[src/rtl/wb_multi_retire_pkg.sv]
// Shared constants and types for the multi-lane write-back stage and its trace FIFO.
package wb_multi_retire_pkg;

    localparam int unsigned PC_W         = 32;
    localparam int unsigned STALL_W      = 6;
    localparam int unsigned STALL_MEM_WB = 4;
    localparam int unsigned STALL_WB     = 5;
    localparam logic        STOP         = 1'b1;
    localparam logic        NO_STOP      = 1'b0;

    typedef enum logic [1:0] {
        WB_HOLD    = 2'd0,
        WB_CAPTURE = 2'd1,
        WB_BUBBLE  = 2'd2
    } wb_action_e;

    // Width of one MEM->WB lane: {pc, we, waddr, wdata}
    function automatic int unsigned wb_lane_w(input int unsigned addr_w, input int unsigned data_w);
        return PC_W + 1 + addr_w + data_w;
    endfunction

    // Width of one WB->RF lane: {we, waddr, wdata}
    function automatic int unsigned wb_rf_lane_w(input int unsigned addr_w, input int unsigned data_w);
        return 1 + addr_w + data_w;
    endfunction

endpackage

[src/rtl/wb_multi_retire_trace_fifo.sv]
// Multi-push (up to LANES per cycle, in lane order), single-pop circular trace buffer.
module wb_trace_fifo
    import wb_multi_retire_pkg::*;
#(
    parameter int unsigned LANES = 2,
    parameter int unsigned DEPTH = 4,
    parameter int unsigned W     = 70
) (
    input  logic                          clk,
    input  logic                          resetn,
    input  logic [LANES-1:0]              push_valid_i,
    input  logic [LANES*W-1:0]            push_data_i,
    output logic [W-1:0]                  head_data_o,
    output logic [$clog2(DEPTH+1)-1:0]    count_o
);

    localparam int unsigned PTR_W = $clog2(DEPTH);
    localparam int unsigned CNT_W = $clog2(DEPTH + 1);
    localparam int unsigned SUM_W = CNT_W + 1;

    logic [W-1:0]     mem_q [DEPTH];
    logic [PTR_W-1:0] wr_ptr_q, wr_ptr_d;
    logic [PTR_W-1:0] rd_ptr_q, rd_ptr_d;
    logic [CNT_W-1:0] count_q, count_d;
    logic [CNT_W-1:0] push_cnt;
    logic [PTR_W-1:0] slot [LANES];
    logic             pop;
    logic             overflow;

    // Valid lanes are compacted into consecutive slots starting at the write pointer.
    always_comb begin
        push_cnt = '0;
        for (int i = 0; i < LANES; i++) begin
            slot[i] = wr_ptr_q + PTR_W'(push_cnt);
            if (push_valid_i[i]) begin
                push_cnt = push_cnt + CNT_W'(1);
            end
        end
        pop      = (count_q != '0);
        wr_ptr_d = wr_ptr_q + PTR_W'(push_cnt);
        rd_ptr_d = rd_ptr_q + PTR_W'(pop);
        count_d  = count_q + push_cnt - CNT_W'(pop);
        overflow = (SUM_W'(count_q) + SUM_W'(push_cnt)) > SUM_W'(DEPTH);
    end

    always_ff @(posedge clk or negedge resetn) begin
        if (!resetn) begin
            wr_ptr_q <= '0;
            rd_ptr_q <= '0;
            count_q  <= '0;
        end else begin
            wr_ptr_q <= wr_ptr_d;
            rd_ptr_q <= rd_ptr_d;
            count_q  <= count_d;
        end
    end

    // Storage needs no reset: count gates every read.
    always_ff @(posedge clk) begin
        for (int i = 0; i < LANES; i++) begin
            if (push_valid_i[i]) begin
                mem_q[slot[i]] <= push_data_i[i*W +: W];
            end
        end
    end

    always_ff @(posedge clk) begin
        if (resetn) begin
            assert (!overflow);
        end
    end

    assign head_data_o = (count_q != '0) ? mem_q[rd_ptr_q] : '0;
    assign count_o     = count_q;

endmodule

[src/rtl/wb_multi_retire.sv]
// Multi-lane write-back stage: pipeline register, same-address conflict masking, RF/forwarding
// lane packing, and a trace FIFO serialising retired lanes onto the debug port.
module wb_multi_retire
    import wb_multi_retire_pkg::*;
#(
    parameter int unsigned LANES       = 2,
    parameter int unsigned DATA_W      = 32,
    parameter int unsigned ADDR_W      = 5,
    parameter int unsigned TRACE_DEPTH = 4
) (
    input  logic                                   clk,
    input  logic                                   resetn,
    input  logic [STALL_W-1:0]                     stall,
    input  logic                                   flush,
    input  logic [LANES*(PC_W+1+ADDR_W+DATA_W)-1:0] mem_to_wb_bus,
    input  logic [LANES-1:0]                       mem_valid,
    output logic [LANES*(1+ADDR_W+DATA_W)-1:0]     wb_to_rf_bus,
    output logic [LANES-1:0]                       wb_we_o,
    output logic [LANES*ADDR_W-1:0]                wb_waddr_o,
    output logic [LANES*DATA_W-1:0]                wb_wdata_o,
    output logic                                   stallreq_wb,
    output logic [PC_W-1:0]                        debug_wb_pc,
    output logic [3:0]                             debug_wb_rf_wen,
    output logic [ADDR_W-1:0]                      debug_wb_rf_wnum,
    output logic [DATA_W-1:0]                      debug_wb_rf_wdata
);

    localparam int unsigned LW    = wb_lane_w(ADDR_W, DATA_W);
    localparam int unsigned RW    = wb_rf_lane_w(ADDR_W, DATA_W);
    localparam int unsigned CNT_W = $clog2(TRACE_DEPTH + 1);

    wb_action_e           action;
    logic [LANES*RW-1:0]  rf_q, rf_d;
    logic [LANES-1:0]     valid_q, valid_d;
    logic [LANES-1:0]     lane_we, rf_we;
    logic [LANES-1:0]     push_valid;
    logic [LANES*LW-1:0]  push_data;
    logic [LW-1:0]        head;
    logic [CNT_W-1:0]     count;
    logic                 unused_stall;

    assign unused_stall = ^stall[STALL_MEM_WB-1:0];

    always_comb begin
        action = WB_HOLD;
        if (flush) begin
            action = WB_BUBBLE;
        end else if (stall[STALL_MEM_WB] == STOP && stall[STALL_WB] == NO_STOP) begin
            action = WB_BUBBLE;
        end else if (stall[STALL_MEM_WB] == NO_STOP) begin
            action = WB_CAPTURE;
        end
    end

    // Only {we,waddr,wdata} is kept in WB; the PC goes straight to the trace FIFO.
    always_comb begin
        rf_d    = rf_q;
        valid_d = valid_q;
        case (action)
            WB_BUBBLE: begin
                rf_d    = '0;
                valid_d = '0;
            end
            WB_CAPTURE: begin
                valid_d = mem_valid;
                for (int i = 0; i < LANES; i++) begin
                    rf_d[i*RW +: RW] = mem_to_wb_bus[i*LW +: RW];
                end
            end
            default: ;
        endcase
    end

    always_ff @(posedge clk or negedge resetn) begin
        if (!resetn) begin
            rf_q    <= '0;
            valid_q <= '0;
        end else begin
            rf_q    <= rf_d;
            valid_q <= valid_d;
        end
    end

    // r0 writes are dropped; an older lane loses to any younger lane writing the same register.
    always_comb begin
        lane_we = '0;
        rf_we   = '0;
        for (int i = 0; i < LANES; i++) begin
            lane_we[i] = valid_q[i] & rf_q[i*RW + ADDR_W + DATA_W]
                         & (rf_q[i*RW + DATA_W +: ADDR_W] != '0);
        end
        for (int i = 0; i < LANES; i++) begin
            rf_we[i] = lane_we[i];
            for (int j = i + 1; j < int'(LANES); j++) begin
                if (lane_we[j] && (rf_q[j*RW + DATA_W +: ADDR_W] == rf_q[i*RW + DATA_W +: ADDR_W])) begin
                    rf_we[i] = 1'b0;
                end
            end
        end
    end

    always_comb begin
        for (int i = 0; i < LANES; i++) begin
            wb_to_rf_bus[i*RW +: RW]       = {rf_we[i], rf_q[i*RW +: ADDR_W + DATA_W]};
            wb_we_o[i]                     = rf_we[i];
            wb_waddr_o[i*ADDR_W +: ADDR_W] = rf_q[i*RW + DATA_W +: ADDR_W];
            wb_wdata_o[i*DATA_W +: DATA_W] = rf_q[i*RW +: DATA_W];
        end
    end

    // Trace entries mirror the incoming lane but carry the r0-masked write enable.
    always_comb begin
        push_valid = (action == WB_CAPTURE) ? mem_valid : '0;
        for (int i = 0; i < LANES; i++) begin
            push_data[i*LW +: LW] = {mem_to_wb_bus[i*LW + RW +: PC_W],
                                     mem_to_wb_bus[i*LW + ADDR_W + DATA_W]
                                     & (mem_to_wb_bus[i*LW + DATA_W +: ADDR_W] != '0),
                                     mem_to_wb_bus[i*LW +: ADDR_W + DATA_W]};
        end
    end

    wb_trace_fifo #(
        .LANES (LANES),
        .DEPTH (TRACE_DEPTH),
        .W     (LW)
    ) u_fifo (
        .clk          (clk),
        .resetn       (resetn),
        .push_valid_i (push_valid),
        .push_data_i  (push_data),
        .head_data_o  (head),
        .count_o      (count)
    );

    assign stallreq_wb       = (CNT_W'(TRACE_DEPTH) - count) < CNT_W'(LANES);
    assign debug_wb_pc       = head[LW-1 -: PC_W];
    assign debug_wb_rf_wen   = {4{head[ADDR_W + DATA_W]}};
    assign debug_wb_rf_wnum  = head[DATA_W +: ADDR_W];
    assign debug_wb_rf_wdata = head[DATA_W-1:0];

endmodule

[config.mk]
export PLATFORM = sky130hd
export DESIGN_NAME = wb_multi_retire
export DESIGN_NICKNAME = d
export VERILOG_FILES = /design/src/rtl/wb_multi_retire_pkg.sv /design/src/rtl/wb_multi_retire_trace_fifo.sv /design/src/rtl/wb_multi_retire.sv
export SDC_FILE = /design/constraint.sdc
export NUM_CORES = 1
export LEC_CHECK = 0
export BUFFER_PORTS_ARGS = -buffer_cell sky130_fd_sc_hd__buf_2
export CAP_MARGIN = 20
export CORE_ASPECT_RATIO = 0.7
export CORE_MARGIN = 2
export CORE_UTILIZATION = 40
export CTS_CLUSTER_DIAMETER = 50
export DETAILED_ROUTE_END_ITERATION = 8
export PLACE_DENSITY_LB_ADDON = 0.25
export SYNTH_ARGS = -nofsm -noshare
export SYNTH_HDL_FRONTEND = slang
export SYNTH_HIERARCHICAL = 1
export SYNTH_SLANG_ARGS = --single-unit
[constraint.sdc]
create_clock -name clk -period 9.4 [get_ports clk]
set_clock_uncertainty 0.15 [all_clocks]
set_input_delay 0 -clock clk [delete_from_list [all_inputs] [get_ports clk]]
set_output_delay 0 -clock clk [all_outputs]
set_load 0.01 [all_outputs]
-- Word-level counts from Yosys, hierarchy flattened
Memories as Yosys holds them, arrays and structs flattened.
Cells that the tools add are included.
- $add $sub $neg: 7
- $lt $le $gt $ge: 1
- equal/unequal tests: 3
- mux-type cells: 14
- bitwise operators: 7
- reductions and logical operators: 8
- operator list (kind ; number):
    $pmux 76 s2 ; 1
    $mux 70 ; 1
    $reduce_bool 5->1 ; 4
    $mux 1 ; 7
    $and 1x1->1 ; 6
    $mux 2 ; 3
    $eq 5x5->1 ; 1
    $add 2x1->2 ; 2
    $pmux 2 s2 ; 1
    $add 3x3->3 ; 1
    $lt 3x2->1 const B ; 1
    $mux 3 ; 1
    $reduce_bool 3->1 ; 1
    $sub 3x1->3 ; 1
    $sub 3x3->3 const A ; 1
    $add 1x1->2 const B ; 1
    $add 2x2->2 ; 1
    $eq 2x1->1 const B ; 1
    $eq 2x2->1 const B ; 1
    $logic_and 1x1->1 ; 2
    $reduce_bool 2->1 ; 1
    $not 1->1 ; 1
- register bits after elaboration: 85
- RAM bits: 280
- input port bits: 151
- output and inout port bits: 226
- memories kept: 1
- memory list (memory ; words ; width ; read ports ; clocked after memory_dff ; wr ports ; RTL line ; source):
    u_fifo.mem_q ; 4 ; 70 ; 1 ; 0 ; 2 ; wb_multi_retire_trace_fifo.sv:21 ; logic [W-1:0] mem_q [DEPTH];

-- Logic depth before layout (Yosys ltp)
Gate-level depths: netlist (run 1).
- depth after elaboration: 11
- mapped depth: 12

-- Cells and area by module
The synthesis (run 1) kept the hierarchy.
- by module, submodules not included (module ; times used ; cells an instance ; area each (µm²) ; seq. area each (µm²)):
    wb_trace_fifo ; 1 ; 794 ; 14552.7 ; 8583.2
    wb_multi_retire ; 1 ; 514 ; 4391.7 ; 1951.9

-- Worst setup path after synthesis (run 1)
Ideal clock, no wire load.
- kind: input -> register
- from: in stall[5]
- to: mem u_fifo.mem_q[0][0], enable pin
- setup time: 0.595 ns
- arrival time: 5.663 ns
- data required time: 8.655 ns
- path slack: 2.992 ns
- cell stages on the path: 7
- path through: inv_1 > a21oi_1 > ha_1 > clkbuf_1 > and2_1 > nand2b_1 > o21ai_0
- RTL lines (element ; RTL line ; source):
    from (decl) ; wb_multi_retire.sv:13 ; input logic [STALL_W-1:0] stall,
    to (decl) ; wb_multi_retire_trace_fifo.sv:21 ;

==> flow_metrics.py, run 1 <==
metrics = {
    "sta": {
        "min_period_over_period_pct": 44.9,
        "relSlewSlack_pct": 36.1,
        "finalHoldViolCount": 0,
        "hold-worst-slack_ps": 21.8,
        "fin_ws_ps": 5180,
        "tightestPinTransition_ps": 956,
        "drv_slew": 0,
        "rsz0062_at_grt": "no",
        "setup_viol": 0,
        "fmax_mhz": 237,
        "period_needed_ps": 4220,
        "setup_tns_ps": 0,
    },
    "route": {
        "detail_route.first_pass.iterations": 5,
        "drt-initial-drc-count": 647,
        "wl_per_cell_um": 21.1,
        "ant_nets": 0,
        "drt-total-wl_um": 49900,
        "vias": 12000,
        "routed_via_density": 5.06,
        "drc": 0,
    },
    "global_route": {
        "antenna_found_initial": 1,
        "grt_pass1_wl_um": 75000,
        "grt_start_max_net_pins": 97,
        "overflow": 0,
        "gr-usage-all-layers_pct": 20.0,
        "grt_pass1_vias": 12400,
    },
    "setup_path": {
        "crit_required_ps": 9540,
        "crit_type": "reg2reg",
        "cp-end-kind": "register",
        "start_kind": "register",
        "cp_data_arrival_time_ps": 4370,
        "worstPathMaxFanout": 40,
    },
    "floorplan": {
        "die_area_mm2": 0.0491,
        "io_pins": 377,
        "start_util_pct": 40.7,
        "dieHeight_um": 186,
        "core_region_area_mm2": 0.0466,
        "die_x_um": 264,
        "row_count": 66,
    },
    "yosys": {
        "synthesis.nets": 1467,
        "syn-cell-area_mm2": 0.0189,
        "synth_top_family_by_area": "multiplexers",
        "synth_compound_area_share_pct": 2.46,
        "yosysSeqAreaShare_pct": 55.6,
        "synthFlopType": "edfxtp_1",
        "synthAdderAreaFrac_pct": 0.568,
        "synth-simple-area-share_pct": 5.92,
        "synth_edf_count": 280,
        "ys_types": 34,
        "synth_mux_area_share_pct": 26.5,
        "syn_inst": 1308,
        "synth_xor_area_share_pct": 0.647,
        "synth_seq_cells": 365,
        "syn_area_per_cell_um2": 14.5,
        "postSynth.asyncResetShare_pct": 23.3,
        "synth-warning-count": 6,
    },
    "final_layout": {
        "seq_area_mm2": 0.0105,
        "nets": 1878,
        "finalNonFillerCells": 2367,
        "final_cell_mix": "buf_2 (371), edfxtp_1 (280), mux2_2 (213)",
        "layout-drive-gt1-share_pct": 47.0,
        "fillers": 3954,
        "multi_input_area_mm2": 0.00691,
        "area_growth_syn_to_layout_pct": 26.2,
        "utilization_pct": 51.3,
        "final_common_cell": "buf_2",
    },
    "cts": {
        "cts_setup_buffers": 0,
        "cts_resized": 0,
        "cts_root_buf": "clkbuf_16",
        "cts.clk_slew.worst_paths_ps": 60,
        "ctsHoldBuffers": 210,
        "cts_tree": "yes",
        "cts_buffers": 42,
        "h-tree-depth": 2,
        "cts_buffer_depth": 3,
        "clock_latency_ps": 550,
        "cts_sinks": 365,
    },
    "pwr": {
        "peakVddDrop_mv": 0.149,
        "p_leak_nw": 9.60,
        "powerDensity_mw_per_mm2": 217,
    },
    "placement": {
        "gp_congestion": 0.753,
        "pre_cts_slack_ps": 5210,
        "hpwl_um": 28600,
        "place.port_buffers": 372,
        "dp.cells": 2077,
    },
    "worst_hold_path": {
        "hold_class": "in2reg",
    },
    "status": {
        "outcome": "completed",
    },
    "job": {
        "max_cap_viol_count": 0,
    },
}
[routing by layer]
layer | up-vias | GRT usage [%] | wire [µm]
met5 | - | 0 | 0
met4 | 0 | 5.64 | 1060
met3 | 78 | 3.31 | 2500
met2 | 353 | 33.4 | 24200
met1 | 6065 | 27.2 | 22100
li1 | 5471 | - | -
[path summary, 6_finish.rpt]
kind	from	endpoint	slack [ps]	depth (start not counted)
max in group asynchronous	resetn	rf_q[69]$_DFFE_PN0P_	8060	4
min in group asynchronous	resetn	rf_q[12]$_DFFE_PN0P_	360	4
worst min register to register	rf_q[56]$_DFFE_PN0P_	rf_q[56]$_DFFE_PN0P_	350	2
worst max register to register	u_fifo/wr_ptr_q[0]$_DFF_PN0_	u_fifo/mem_q[2][65]$_DFFE_PP_	5180	7
worst max-delay path	u_fifo/wr_ptr_q[0]$_DFF_PN0_	u_fifo/mem_q[2][65]$_DFFE_PP_	5180	7
worst min-delay path	flush	rf_q[19]$_DFFE_PN0P_	20	5
[sequential cells by signal (all words and copies together), names as in the netlist]
register and cells:
rf_q 76, u_fifo/count_o 3, u_fifo/mem_q 280, u_fifo/rd_ptr_q 2, u_fifo/wr_ptr_q 2, valid_q 2
[through the flow]
step	power (mW)	instance area, µm²
3_3_place_gp	3.37	20300
6_report	5.20	23900
3_5_place_dp	3.38	20300
4_1_cts	5.28	23900
5_1_grt	5.44	23900
2_1_floorplan	2.88	18900
[cells in the mapped netlist (all sizes together) (2+ instances only)]
cell	number	area share (%)
nand2	155	3.1
or4	3	0.12
buf	202	7.6
inv	7	0.14
o21ai	78	2.1
or3	2	0.066
nand2b	2	0.066
xnor2	4	0.18
xor2	10	0.46
mux2	282	18
nor2	4	0.079
clkbuf	32	0.63
dfrtp	85	11
ha	7	0.46
edfxtp	280	44
and2	72	2.4
o21a	2	0.079
mux4	70	8.3
[layout make-up]
class / instances / area share, %
Inverter: 7 / 0.110
Antenna cell: 2 / 0.0209
Sequential cell: 365 / 44.1
Clock inverter: 22 / 1.38
Tap cell: 612 / 3.20
Clock buffer: 56 / 5.05
Multi-Input combinational cell: 702 / 28.9
Timing Repair Buffer: 601 / 17.3
[worst max-delay path, stage by stage (launching register included)]
cell           delay [ps]
dfrtp_1               420
ha_1                  210
xnor2_1               540
or3b_4                270
buf_4                 700
buf_4                 710
mux2_4                350
dlygate4sd3_1         560
[kinds of logic after synthesis]
family / after synthesis
XOR/XNOR: 14
adder cells (fa/ha/maj): 8
multiplexers: 352
buffers and inverters: 241
flip-flops: 365
AND/OR/NAND/NOR: 242
AO/OA/AOI/OAI: 86
[power by group]
group	total [mW]	internal [mW]	switching (mW)
combinational	1.43	0.730	0.703
clock	1.82	1.13	0.687
sequential	1.95	1.84	0.114
No activity file was read; power rests on OpenSTA's default activity.
==> inputs of run 2 (changes only) <==
--- a/config.mk
+++ b/config.mk
@@ -5,6 +5,7 @@
 export SDC_FILE = /design/constraint.sdc
 export NUM_CORES = 1
 export LEC_CHECK = 0
+export ABC_AREA = 1
 export BUFFER_PORTS_ARGS = -buffer_cell sky130_fd_sc_hd__buf_2
 export CAP_MARGIN = 20
 export CORE_ASPECT_RATIO = 0.7
==> constraint.sdc (replaced) <==
create_clock -name clk -period 4.3 [get_ports clk]
set_clock_uncertainty 0.15 [all_clocks]
set_input_delay 0 -clock clk [delete_from_list [all_inputs] [get_ports clk]]
set_output_delay 0 -clock clk [all_outputs]
set_load 0.01 [all_outputs]
==> run 2 against run 1 <==
Against the previous run:
- clock power increased by 120%
- worst hold slack improved by 65 ps
- total power up 140%
- cell count up 55%
- highest routed layer is now met5
==> flow_metrics.py, run 2 <==
metrics = {
    "status": {
        "outcome": "completed",
    },
    "cts": {
        "h-tree-depth": 2,
        "cts_buffers": 46,
        "cts.clk_slew.worst_paths_ps": 60,
        "cts_sinks": 365,
        "cts_buffer_depth": 3,
        "clock_latency_ps": 560,
        "cts_root_buf": "clkbuf_16",
        "cts_tree": "yes",
        "cts_resized": 0,
        "cts_setup_buffers": 0,
    },
    "floorplan": {
        "core_region_area_mm2": 0.0510,
        "die_x_um": 277,
        "dieHeight_um": 195,
        "io_pins": 377,
        "die_area_mm2": 0.0539,
        "start_util_pct": 40.8,
        "row_count": 69,
    },
    "placement": {
        "hpwl_um": 37400,
        "place.port_buffers": 372,
        "dp.cells": 3392,
        "pre_cts_slack_ps": 1070,
        "gp_congestion": 0.778,
    },
    "setup_path": {
        "cp-endpoint": "u_fifo/mem_q[2][61]$_DFFE_PP_",
        "startpoint": "u_fifo/wr_ptr_q[0]$_DFF_PN0_",
        "reg2reg_depth": 10,
        "worstPathMaxFanout": 70,
        "reg2reg_slack_ps": 880,
        "start_kind": "register",
        "crit_slowest_cell": "buf_4",
        "worstReg2RegStart": "u_fifo/wr_ptr_q[0]$_DFF_PN0_",
        "cp-end-kind": "register",
        "crit_type": "reg2reg",
        "reg2reg_to": "u_fifo/mem_q[2][61]$_DFFE_PP_",
        "cp_data_arrival_time_ps": 3690,
        "path_cells": "ha_1 -> inv_1 -> nand2_1 -> nand2_4 -> buf_4 -> nand2_4 -> buf_4 -> nand2_1 -> nand2_1 -> dlygate4sd3_1",
        "critical-path-max-stage-delay_ps": 830,
        "crit_path_frequent_cell": "nand2_1",
        "crit_required_ps": 4570,
    },
    "yosys": {
        "ys_top_cells_by_area": "edfxtp_1 (40%), nand2_1 (21%), dfrtp_1 (10%)",
        "syn_inst": 2616,
        "synthFlopType": "edfxtp_1",
        "synthesis.nets": 2775,
        "syn-cell-area_mm2": 0.0208,
        "synthMostInstantiatedCell": "nand2_1",
        "synth_seq_cells": 365,
        "syn_area_per_cell_um2": 7.95,
        "synth_commonest_cells": "nand2_1 (1149), nand3_1 (322), inv_1 (308)",
        "yosysSeqAreaShare_pct": 50.6,
        "synth_mux_area_share_pct": 0,
        "yosysTopAreaCell": "edfxtp_1",
        "postSynth.asyncResetShare_pct": 23.3,
        "synth_top_area_share_pct": 40.4,
        "ys_types": 30,
        "synth_xor_area_share_pct": 0.211,
        "synth_top_family_by_area": "simple AND/OR/NAND/NOR gates",
        "synth_compound_area_share_pct": 2.14,
        "synthAdderAreaFrac_pct": 0.517,
        "synth_edf_count": 280,
        "synth-simple-area-share_pct": 31.1,
        "synth-warning-count": 6,
    },
    "global_route": {
        "grt_pass1_vias": 17700,
        "grt_start_max_net_pins": 86,
        "overflow": 0,
        "antenna_found_initial": 4,
        "gr-usage-all-layers_pct": 24.2,
        "grt_pass1_wl_um": 102000,
    },
    "pwr": {
        "powerDensity_mw_per_mm2": 502,
        "p_total_mw": 12.7,
        "peakVddDrop_mv": 0.386,
        "p_leak_nw": 12.9,
    },
    "final_layout": {
        "multi_input_area_mm2": 0.00716,
        "layout-drive-gt1-share_pct": 18.2,
        "largest_reg_flops": 280,
        "finalNonFillerCells": 3659,
        "final_common_cell": "nand2_1",
        "area_growth_syn_to_layout_pct": 21.6,
        "fillers": 4765,
        "final_cell_mix": "nand2_1 (1149), buf_2 (371), nand3_1 (322)",
        "utilization_pct": 49.6,
        "nets": 3106,
        "seq_area_mm2": 0.0105,
    },
    "sta": {
        "setup_viol": 0,
        "drv_slew": 0,
        "fmax_mhz": 292,
        "finalHoldViolCount": 0,
        "rsz0062_at_grt": "no",
        "fin_ws_ps": 875,
        "min_period_over_period_pct": 79.6,
        "tightestPinTransition_ps": 1100,
        "relSlewSlack_pct": 26.4,
        "period_needed_ps": 3420,
    },
    "route": {
        "ant_nets": 0,
        "drc": 0,
        "routed_via_density": 4.96,
        "detail_route.first_pass.iterations": 5,
        "drt-total-wl_um": 66600,
        "wl_per_cell_um": 18.2,
        "drt-initial-drc-count": 1561,
        "vias": 18200,
    },
    "worst_hold_path": {
        "hold_class": "in2reg",
    },
    "job": {
        "max_cap_viol_count": 0,
    },
}
-- run 2: changes by cell type in the layout (fill, tap and decap cells not counted), moves of 11 or more --
cell and delta:
a21oi_1 +70, and2_1 -72, buf_4 +11, dlygate4sd3_1 -31
inv_1 +301, mux2_2 -213, mux2_4 -69, mux4_2 -70
nand2_1 +994, nand3_1 +322, nand3_2 +40, o21ai_0 -42
o21ai_1 -21
-- run 2: cells by family after synthesis --
logic type | count (synthesis)
compound gates | 88
xor+xnor | 5
fa+ha+maj | 8
buf+inv | 616
flops | 365
simple gates | 1534
-- run 2: what timing repair did --
item                                   4_1_cts  5_1_grt
hold buffers                               179        0
endpoints found under the hold margin      445        0
setup endpoints to repair                    0        0
-- run 2: power by group --
group	switching, mW	total, mW	internal, mW	leakage, nW
clock network	1.61	3.98	2.37	0.756
registers	0.143	4.16	4.02	3.68
logic	3.12	4.54	1.42	8.49
total	4.87	12.7	7.81	12.9
-- run 2: layout make-up --
cell class	instances	area share, %
diodes	1	0.00989
well taps	674	3.33
multi-input cells	1635	28.3
inverters	313	4.67
flip-flops and latches	365	41.7
clock buffers	60	5.08
repair buffers	586	15.8
clock inverters	25	1.11
-- run 2: metrics by stage --
| step | hold WS, ps | cell area (µm²) | TNS (ps) |
|---|---|---|---|
| after floorplan | -446 | 20800 | -64170 |
| after global placement | -115 | 21900 | 0 |
| after detailed placement | -118 | 21900 | 0 |
| after CTS | 52.8 | 25200 | 0 |
| after global routing | 102 | 25300 | 0 |
| final | 86.4 | 25300 | 0 |
-- run 2: how the worst min path moves through the flow --
stage | from | to | slack, ps | cells after the start
floorplan | resetn | rf_q[0]$_DFFE_PN0P_ | -450 | 0
global placement | resetn | rf_q[24]$_DFFE_PN0P_ | -110 | 1
detailed placement | resetn | rf_q[24]$_DFFE_PN0P_ | -120 | 1
CTS | mem_to_wb_bus[37] | rf_q[37]$_DFFE_PN0P_ | 50 | 4
global route | mem_to_wb_bus[107] | rf_q[75]$_DFFE_PN0P_ | 100 | 4
finish | mem_to_wb_bus[107] | rf_q[75]$_DFFE_PN0P_ | 90 | 4
-- run 2: routing by layer --
metal  GRT usage [%]  routed length [µm]  up-vias
met1            32.4               29000     8629
met3            4.16                4890       93
met5               0                  22        -
met4            5.67                1070        6
met2            41.0               31600      718
li1                -                   -     8705
-- run 2: worst max-delay path, delay by kind of cell (launching register included) --
kind          cells  cell delay (ps)
fa+ha+maj         1              220
buf+inv           4             1810
flops             1              430
simple gates      5              680
==> inputs of run 3 (changes only) <==
==> constraint.sdc (replaced) <==
create_clock -name clk -period 3 [get_ports clk]
set_clock_uncertainty 0.15 [all_clocks]
set_input_delay 0 -clock clk [delete_from_list [all_inputs] [get_ports clk]]
set_output_delay 0 -clock clk [all_outputs]
set_load 0.01 [all_outputs]
==> run 3 against run 2 <==
Against the previous run:
- the run now ends with negative hold slack left
- via count grew 1.8%
- utilization grew 0.19 points
- die area is the same
- sequential cell count is the same
- clock-buffer cell count shrank 2
- global-route usage grew 0.10 points
- combinational power grew 47%
- sequential share of layout area shrank 0.16 points
- final area grew 0.39%
- worst hold slack lost 87 ps
- non-clock buffer count grew 12
- sequential power grew 43%
==> flow_metrics.py, run 3 (synthesized netlist as in run 2, its figures left out) <==
metrics = {
    "status": {
        "outcome": "finished with violations",
        "violations": "negative hold slack",
    },
    "pwr": {
        "comb_power_share_pct": 37.2,
        "internal_power_mw": 10.9,
        "p_clk_share_pct": 29.7,
        "p_total_mw": 18.0,
        "p_leak_nw": 13.0,
        "switching_share_pct": 39.2,
        "power_switching_mw": 7.04,
        "seq_power_share_pct": 33.2,
        "peakVddDrop_mv": 0.755,
        "powerDensity_mw_per_mm2": 708,
    },
    "final_layout": {
        "finalNonFillerCells": 3668,
        "fillers": 4762,
        "area_growth_syn_to_layout_pct": 22.1,
        "largest_reg_flops": 280,
        "layout-drive-gt1-share_pct": 18.7,
        "final_cell_mix": "nand2_1 (1147), buf_2 (371), nand3_1 (322)",
        "final_common_cell": "nand2_1",
        "nets": 3118,
        "seq_area_mm2": 0.0105,
        "multi_input_area_mm2": 0.00718,
    },
    "floorplan": {
        "row_count": 69,
        "die_x_um": 277,
        "io_pins": 377,
        "core_region_area_mm2": 0.0510,
        "die_area_mm2": 0.0539,
        "start_util_pct": 40.8,
        "dieHeight_um": 195,
    },
    "route": {
        "wl_per_cell_um": 18.3,
        "routed_via_density": 5.04,
        "drt-total-wl_um": 67100,
        "ant_nets": 0,
        "drc": 0,
        "vias": 18500,
        "detail_route.first_pass.iterations": 6,
        "drt-initial-drc-count": 1860,
    },
    "sta": {
        "relSlewSlack_pct": 32.5,
        "rsz0062_at_grt": "no",
        "hold-worst-slack_ps": -0.332,
        "period_needed_ps": 2880,
        "finalHoldViolCount": 1,
        "tightestPinTransition_ps": 1010,
        "min_period_over_period_pct": 95.9,
        "drv_slew": 0,
        "fmax_mhz": 348,
        "setup_viol": 0,
    },
    "setup_path": {
        "reg2reg_slack_ps": 120,
        "worstPathMaxFanout": 66,
        "crit_required_ps": 3260,
        "cp-end-kind": "register",
        "start_kind": "register",
        "crit_slowest_cell": "buf_4",
        "crit_type": "reg2reg",
        "cp_data_arrival_time_ps": 3140,
        "path_cells": "ha_1 -> nor2_4 -> buf_4 -> nand3_1 -> nand2_1 -> dlygate4sd3_1",
        "critical-path-max-stage-delay_ps": 710,
    },
    "placement": {
        "place.port_buffers": 372,
        "hpwl_um": 38300,
        "gp_congestion": 0.781,
        "dp.cells": 3408,
    },
    "global_route": {
        "met1_usage_pct": 33.4,
        "grt_pass1_wl_um": 103000,
        "antenna_found_initial": 1,
        "grt-busiest-layer": "met2",
        "met2_usage_pct": 39.8,
        "overflow": 0,
        "grt_pass1_vias": 17700,
        "grt_start_max_net_pins": 142,
        "use_met3_pct": 4.18,
        "gr-usage-all-layers_pct": 24.3,
    },
    "worst_hold_path": {
        "hold_class": "in2async",
    },
    "cts": {
        "cts_buffer_depth": 3,
        "cts_tree": "yes",
        "cts_sinks": 365,
        "cts.clk_slew.worst_paths_ps": 60,
        "cts_setup_buffers": 0,
        "cts_root_buf": "clkbuf_16",
        "clock_latency_ps": 560,
        "h-tree-depth": 2,
        "cts_buffers": 45,
    },
    "job": {
        "max_cap_viol_count": 0,
    },
}
run 3: cell types whose count changed in the layout (fill, tap and decap cells not counted), sizes merged, moves of 2 or more:
| cell | previous run | this run |
|---|---|---|
| buf | 408 | 421 |
| inv | 318 | 315 |
| clkinv | 12 | 16 |
| clkbuf | 60 | 58 |
| bufinv | 4 | 1 |
run 3: stage by stage:
step	hold slack, ps	utilization (%)	worst slack, ps	TNS [ps]	instance area, µm²
2_1_floorplan	-446	-	-160	-33500	20900
3_3_place_gp	70.9	43.4	470	0	22100
3_5_place_dp	76.9	43.4	416	0	22100
4_1_cts	16.5	49.7	35.9	0	25400
5_1_grt	78.7	49.8	42.3	0	25400
6_report	-0.332	49.8	124	0	25400
run 3: metal layers:
metal | routed length [µm] | part of all wire (%)
met5 | 0 | 0
met4 | 1420 | 2.1
met3 | 5770 | 8.6
met2 | 31200 | 46
met1 | 28700 | 43
run 3: worst paths after layout:
kind | from | endpoint | depth (start not counted)
worst max-delay path | u_fifo/wr_ptr_q[0]$_DFF_PN0_ | u_fifo/mem_q[0][47]$_DFFE_PP_ | 6
worst min register to register | rf_q[37]$_DFFE_PN0P_ | rf_q[37]$_DFFE_PN0P_ | 2
min in group clk | flush | rf_q[25]$_DFFE_PN0P_ | 6
max in group asynchronous | resetn | u_fifo/rd_ptr_q[1]$_DFF_PN0_ | 2
worst max register to register | u_fifo/wr_ptr_q[0]$_DFF_PN0_ | u_fifo/mem_q[0][47]$_DFFE_PP_ | 6
worst min-delay path | resetn | rf_q[62]$_DFFE_PN0P_ | 2
run 3: power by group through the flow:
stage          Clock (mW)  Sequential [mW]  Combinational [mW]
2_1_floorplan           0             5.96                3.87
3_3_place_gp            0             6.06                6.41
3_5_place_dp            0             6.06                6.46
4_1_cts              5.43             5.96                6.68
5_1_grt              5.62             5.99                7.25
6_report             5.33             5.96                6.68
run 3: timing repair:
item,CTS,global route
endpoints found under the hold margin,428,0
hold buffers,177,0
gates resized for setup,0,2
setup endpoints to repair,0,11
run 3: layout make-up:
class                   instances  share of cell area, %
repair buffers                598                   16.5
flip-flops and latches        365                   41.5
multi-input cells            1636                   28.3
diodes                          1                0.00985
inverters                     313                   4.67
well taps                     674                   3.32
clock inverters                23                  0.783
clock buffers                  58                   4.95
run 3: worst max-delay path: cells and delay by family (launching register included):
family	cells	cell delay, ps
and+or+nand+nor	3	480
adders and majority gates	1	350
DFF	1	430
buffers and inverters	2	1260
